File: src/rtl/reg_write_arbiter.sv
// Round-robin arbiter sharing the register file's single write port between
// the writeback path (A) and the load/debug path (B).
module reg_write_arbiter #(
    parameter bit RR_INIT = 1'b0
) (
    input  logic       CLK,
    input  logic       RESET,
    input  logic       A_REQ,
    input  logic [2:0] A_ADDR,
    input  logic [7:0] A_DATA,
    output logic       A_ACK,
    input  logic       B_REQ,
    input  logic [2:0] B_ADDR,
    input  logic [7:0] B_DATA,
    output logic       B_ACK,
    output logic [7:0] RF_IN,
    output logic [2:0] RF_INADDRESS,
    output logic       RF_WRITE,
    output logic       BUSY,
    output logic       LAST_GNT,
    output logic [7:0] WR_COUNT
);

    localparam int unsigned ADDR_W = 3;
    localparam int unsigned DATA_W = 8;
    localparam int unsigned CNT_W  = 8;

    typedef enum logic {
        IDLE  = 1'b0,
        WRITE = 1'b1
    } state_t;

    state_t              state, state_d;
    logic                pri, pri_d;
    logic [DATA_W-1:0]   rf_in_d;
    logic [ADDR_W-1:0]   rf_addr_d;
    logic                rf_write_d;
    logic                a_ack_d, b_ack_d;
    logic                busy_d;
    logic                last_gnt_d;
    logic [CNT_W-1:0]    wr_count_d;
    logic                gnt_b;

    // Next-state and next-output logic; every registered output has a _d twin.
    always_comb begin
        state_d    = state;
        pri_d      = pri;
        rf_in_d    = RF_IN;
        rf_addr_d  = RF_INADDRESS;
        rf_write_d = 1'b0;
        a_ack_d    = 1'b0;
        b_ack_d    = 1'b0;
        last_gnt_d = LAST_GNT;
        wr_count_d = WR_COUNT;
        gnt_b      = 1'b0;

        case (state)
            IDLE: begin
                if (A_REQ || B_REQ) begin
                    // A lone requester wins outright; on contention PRI decides.
                    gnt_b      = B_REQ && (!A_REQ || pri);
                    rf_in_d    = gnt_b ? B_DATA : A_DATA;
                    rf_addr_d  = gnt_b ? B_ADDR : A_ADDR;
                    rf_write_d = 1'b1;
                    a_ack_d    = !gnt_b;
                    b_ack_d    = gnt_b;
                    last_gnt_d = gnt_b;
                    pri_d      = !gnt_b;
                    wr_count_d = WR_COUNT + CNT_W'(1);
                    state_d    = WRITE;
                end
            end
            WRITE: begin
                // Blanking cycle: requests are ignored so a winner cannot be granted twice.
                state_d = IDLE;
            end
            default: begin
                state_d = IDLE;
            end
        endcase

        busy_d = (state_d == WRITE);
    end

    always_ff @(posedge CLK) begin
        if (RESET) begin
            state        <= IDLE;
            pri          <= RR_INIT;
            RF_IN        <= '0;
            RF_INADDRESS <= '0;
            RF_WRITE     <= 1'b0;
            A_ACK        <= 1'b0;
            B_ACK        <= 1'b0;
            BUSY         <= 1'b0;
            LAST_GNT     <= 1'b0;
            WR_COUNT     <= '0;
        end else begin
            state        <= state_d;
            pri          <= pri_d;
            RF_IN        <= rf_in_d;
            RF_INADDRESS <= rf_addr_d;
            RF_WRITE     <= rf_write_d;
            A_ACK        <= a_ack_d;
            B_ACK        <= b_ack_d;
            BUSY         <= busy_d;
            LAST_GNT     <= last_gnt_d;
            WR_COUNT     <= wr_count_d;
        end
    end

endmodule

File: config.mk
export PLATFORM = sky130hd
export DESIGN_NAME = reg_write_arbiter
export DESIGN_NICKNAME = d
export VERILOG_FILES = /design/src/rtl/reg_write_arbiter.sv
export SDC_FILE = /design/constraint.sdc
export NUM_CORES = 1
export LEC_CHECK = 0
export BUFFER_PORTS_ARGS = -buffer_cell sky130_fd_sc_hd__buf_4
export CAP_MARGIN = 15
export CORE_MARGIN = 8
export CORE_UTILIZATION = 32
export DETAILED_ROUTE_END_ITERATION = 10
export PLACE_DENSITY = 0.6
export SLEW_MARGIN = 30
export SYNTH_ARGS = -nofsm -noshare
export SYNTH_HDL_FRONTEND = slang
export SYNTH_SLANG_ARGS = --single-unit
File: constraint.sdc
create_clock -name CLK -period 4.56 [get_ports CLK]
set_clock_uncertainty 0.15 [all_clocks]
set_input_delay 0.228 -clock CLK [delete_from_list [all_inputs] [get_ports CLK]]
set_output_delay 0.228 -clock CLK [all_outputs]
set_load 0.02 [all_outputs]
# [Word level (Yosys, flattened, before mapping)]
# Cells that the tools add are included.
[totals] reg_bits=25 inputBits=26 output_inout_bits=24 elab_cells=24
[op_classes] n_addsub=1 n_mux=4 bitwise_logic=2 reduce_logical=8
[op_table] operator="$add 8x1->8 const B" n=1
[op_table] operator="$mux 8" n=1
[op_table] operator="$mux 3" n=1
[op_table] operator="$reduce_or 3->1" n=1
[op_table] operator="$logic_not 1->1" n=2
[op_table] operator="$logic_or 1x1->1" n=2
[op_table] operator="$not 1->1" n=2
[op_table] operator="$pmux 1 s2" n=1
[op_table] operator="$reduce_and 2->1" n=1
[op_table] operator="$reduce_or 2->1" n=1
[op_table] operator="$logic_and 1x1->1" n=1
[op_table] operator="$mux 1" n=1

# [Longest topological paths before layout]
[depth] depth_word=4 depth_mapped=4 mapped_depth_nobuf=4

# [Worst setup path before layout]
# OpenSTA, ideal clock, no wires.
[synth_path] kind="register to register" startpoint="reg, netlist name RF_WRITE" endpoint="reg WR_COUNT[5]" setup_time_ps=71 arrival_ps=1354 t_required_ps=4339 slack_ps=2985 stages_incl_launch_ff=5 path_buffers=1 synth_period_minus_slack_ps=1575 path_cell_list="dfxtp_1 o21bai_2 buf_6 or4_1 a21oi_1"
[synth_rtl] item="end signal, assigned" line_no="107" source="WR_COUNT <= wr_count_d;"
[synth_rtl] item="end, declared" line_no="21" source="output logic [7:0] WR_COUNT"

==> out/summary.md <==
The arrival time reported for the critical path endpoint was 2.16 ns. In the post-synthesis netlist, the biggest area contributors are dfxtp_1 (48%), a221o_1 (11%), nor3b_1 (9.1%), a21oi_1 (3.0%), nor2_1 (2.3%). The logs give 0 for the total inserted antenna cells and 11.8% for the total global-route track usage.

The number of nets in the synthesized netlist is 125. Synthesis produced 98 cells. The tools report the cell at the root of the clock tree as clkbuf_4.

The number of resized instances in the post-cts repair step was 0. In this run the critical register-to-register path is captured at RF_INADDRESS[1]$_SDFFE_PP0P_. The maximum resistive drop on vdd was 156 uV; the critical path data required time was 4.62 ns.

In the synthesized netlist the async set-or-reset flop fraction comes to 0%. The number of cells on the worst reg-to-reg path is 5. In the post-synthesis netlist, the cell with the most instances is dfxtp_1. Clock-pin slew was measured on the worst setup and hold paths at 0.13 ns.

The number of cell rows was 20. The smallest clock period supported by the final layout is computed as 2.10 ns. The synthesized area per cell came out at 10.1 sq um.

Biggest area consumer among synthesized cells: dfxtp_1. Setup repair after global routing left no endpoint under its margin. Number of design rule violations left after detail routing: 0. In this run, the number of DRC markers left after iteration 0 of detailed routing was 64. Entering global routing, the biggest net connects 27 pins. After detailed routing, the average wire length per cell comes to 14.9 um. Global routing finished with a remaining overflow of 0.

The first element of the critical path was RF_WRITE$_SDFF_PP0_. The detail route stage leaves a number of antenna-violating nets equal to 0. Last weighted congestion value of the routability-driven placer: 0.737. The run gives 984 as the routed via count. Along the worst path, the maximum fanout reaches 12. The total power divided by cell area works out to 287 mW/mm^2. The height of the die came out at 71.7 um. The critical path is of the register to register type.

The number of antenna violations at the first check in global routing is 0. For the overall power consumption, the log shows 0.000467 W. The die is 71.7 um wide. For this block, the routed nets add up to 2970 um of wire.

The count of flip-flops with a built-in enable after synthesis was 0. The critical path goes through nand2b_1, nor3_1, buf_4, a221o_1, dlygate4sd3_1. The count of buffers added on input and output ports is 49. The tools report the clock net sink count as 24. For the pin with the worst max-slew slack, the measured transition is 0.371 ns. After routing, the total negative slack on setup checks comes to 0 ns. Setup violations remaining at the end of the flow were counted as 0.

The number of placed I/O pins is 50. For the worst-skew pair, the clock arrives at the later sink with an insertion delay of 0.31 ns. The commonest cells after synthesis are dfxtp_1 (24), nor3b_1 (12), a221o_1 (11). The final critical path takes up 46.1% of the cycle. STA classifies the critical path endpoint as a register. The startpoint identified for the worst hold timing path is RESET.

The worst pin sits at a relative slew slack of 75.2%. The standby leakage power was 0.717 nW; the area of the die was 0.00514 sq mm. Among all flip-flop cells after synthesis, the most frequent one is dfxtp_1. The startpoint identified for the worst register-to-register timing path is RF_WRITE$_SDFF_PP0_. TritonCTS built the clock tree. The share of the core filled with cells in the final layout came out at 54.2%. The worst hold path cell count was 2. The total count of max-transition violations in the final report is 0, and the cell area after placement is 0.00137 sq mm. In this run the cell area of the synthesized design comes to 992 sq um. Max-cap violations in this run came to 0. With fillers left out, the area of the finished cells amounts to 0.00163 sq mm.

The flow ran to the end, and the final reports show no timing, DRC or antenna violations. For the number of global-route vias before repair, the log shows 1079. Number of warning messages in the yosys log: 0. The number of H-tree levels was 1; the setup slack after layout was 2.46 ns.

Buffers inserted during clock tree synthesis total 3. From synthesis to final layout, the design area changed by 64.1%. Among cell families on the critical path, the largest total delay comes from buffers and inverters. The number of distinct library cell variants in the gate-level netlist after synthesis was 28. The floorplan step defined a core boundary enclosing 0.00300 sq mm. On the critical path, the stage with the largest delay is an instance of dlygate4sd3_1.

Prior to clock tree synthesis, the placed netlist has a worst setup slack of 3.02 ns. Across all register-to-register paths, the minimum setup slack is 2.46 ns. The number of buffers and inverters on the critical path is 2. The initial core utilization was 33.0%; the hold violation count in the final report was 0. The worst setup path is launched from a register.

In the final design database the tool counted 195 nets. For the peak clock frequency supported by timing, the log shows 0.476 GHz. The first detailed-routing pass took 4 iterations. In this design, the stage delay of the slowest critical-path cell is 0.58 ns.

The longest clock path from root to sink contains 2 buffers. The tightest min-delay check is of the primary input to register type. The global-route wire length before repair is 5000 um.

The wire-length estimate of the detail-placed layout is 2060 um. The proportion of layout cells with a drive suffix above 1 was 34.7%. Sequential elements use 48.4% of the synthesized area.

The post-detailed-route via-to-cell ratio was 4.92; the flip-flop and latch count after synthesis was 24. The area fraction of the dominant cell type after synthesis came out at 48.4%. The path with the worst hold slack has its endpoint at RF_WRITE$_SDFF_PP0_.
-- layout by cell type (no fill, tap or decap), types with 2 or more instances in the layout --
| master | netlist | final |
|---|---|---|
| nor3_1 | 2 | 2 |
| a221o_1 | 11 | 11 |
| nor2b_1 | 3 | 3 |
| dfxtp_1 | 24 | 24 |
| dlygate4sd3_1 | 0 | 22 |
| nor3b_1 | 12 | 12 |
| o31ai_1 | 2 | 2 |
| clkbuf_4 | 0 | 3 |
| a21oi_1 | 6 | 6 |
| nand2b_1 | 2 | 2 |
| nor2_1 | 6 | 6 |
| nand2_1 | 3 | 3 |
| o21ai_0 | 2 | 2 |
| or4_1 | 2 | 2 |
| or3_1 | 2 | 2 |
| nand4_1 | 3 | 3 |
| buf_4 | 1 | 51 |
-- per-stage QoR --
step | std cells | hold WS [ns]
3_3_place_gp | 174 | 0.301
2_1_floorplan | 98 | 0.216
5_1_grt | 200 | 0.0987
3_5_place_dp | 174 | 0.304
4_1_cts | 200 | 0.102
6_report | 200 | 0.108
-- cell type report --
class | instances | area, sq um
Multi-Input combinational cell | 65 | 463
Inverter | 1 | 3.75
Tap cell | 33 | 41.3
Sequential cell | 24 | 480
Timing Repair Buffer | 73 | 603
Fill cell | 293 | 1380
Clock buffer | 4 | 36.3
-- power breakdown --
group	internal, W	total, W	switching, W
registers	0.000224	0.000235	0.0000101
logic	0.0000663	0.000119	0.0000524
clock network	0.0000487	0.000114	0.0000650
-- cells by family (layout without fill, tap and decap cells) --
logic type / Yosys count / in the layout / synth area share, %
muxes: 2 / 2 / 2.27
AOI/OAI and AO/OA: 25 / 25 / 20.4
adders and majority gates: 1 / 1 / 1.26
xor gates and xnor gates: 1 / 1 / 0.883
DFF: 24 / 24 / 48.4
buffers and inverters: 9 / 78 / 4.92
and+or+nand+nor: 36 / 36 / 21.8
-- worst max-delay path by stage --
stage / to / slack (ns) / depth (start not counted)
floorplan: WR_COUNT[5]$_SDFFE_PP0P_ / 2.99 / 4
global placement: WR_COUNT[4]$_SDFFE_PP0P_ / 3.08 / 3
detailed placement: WR_COUNT[5]$_SDFFE_PP0P_ / 3.02 / 3
CTS: RF_IN[5]$_SDFFE_PP0P_ / 2.50 / 5
global route: RF_IN[1]$_SDFFE_PP0P_ / 2.38 / 5
finish: RF_INADDRESS[1]$_SDFFE_PP0P_ / 2.46 / 5
-- sequential cells by signal (all words and copies together), names as in the netlist --
signal        count
RF_WRITE          1
RF_INADDRESS      3
WR_COUNT          8
LAST_GNT          1
B_ACK             1
RF_IN             8
pri               1
A_ACK             1
-- worst reg2reg max path, delay by kind of cell (launching register included) --
family | cells | cell delay [ns]
compound gates | 1 | 0.36
buf+inv | 2 | 0.77
simple gates | 2 | 0.26
flops | 1 | 0.46
-- layer usage --
metal | wire length, um | global-route usage (%) | vias up
met5 | 0 | 0 | -
met4 | 0 | 2.72 | 0
met3 | 353 | 5.86 | 0
met2 | 1330 | 19.9 | 39
met1 | 1290 | 12.7 | 439
li1 | - | - | 506
-- timing repair --
action / 4_1_cts / 5_1_grt
hold buffers: 22 / 0
endpoints found under the hold margin: 11 / 0
setup buffers: 0 / 0
Note: power is estimated with default switching activity, not from simulation.
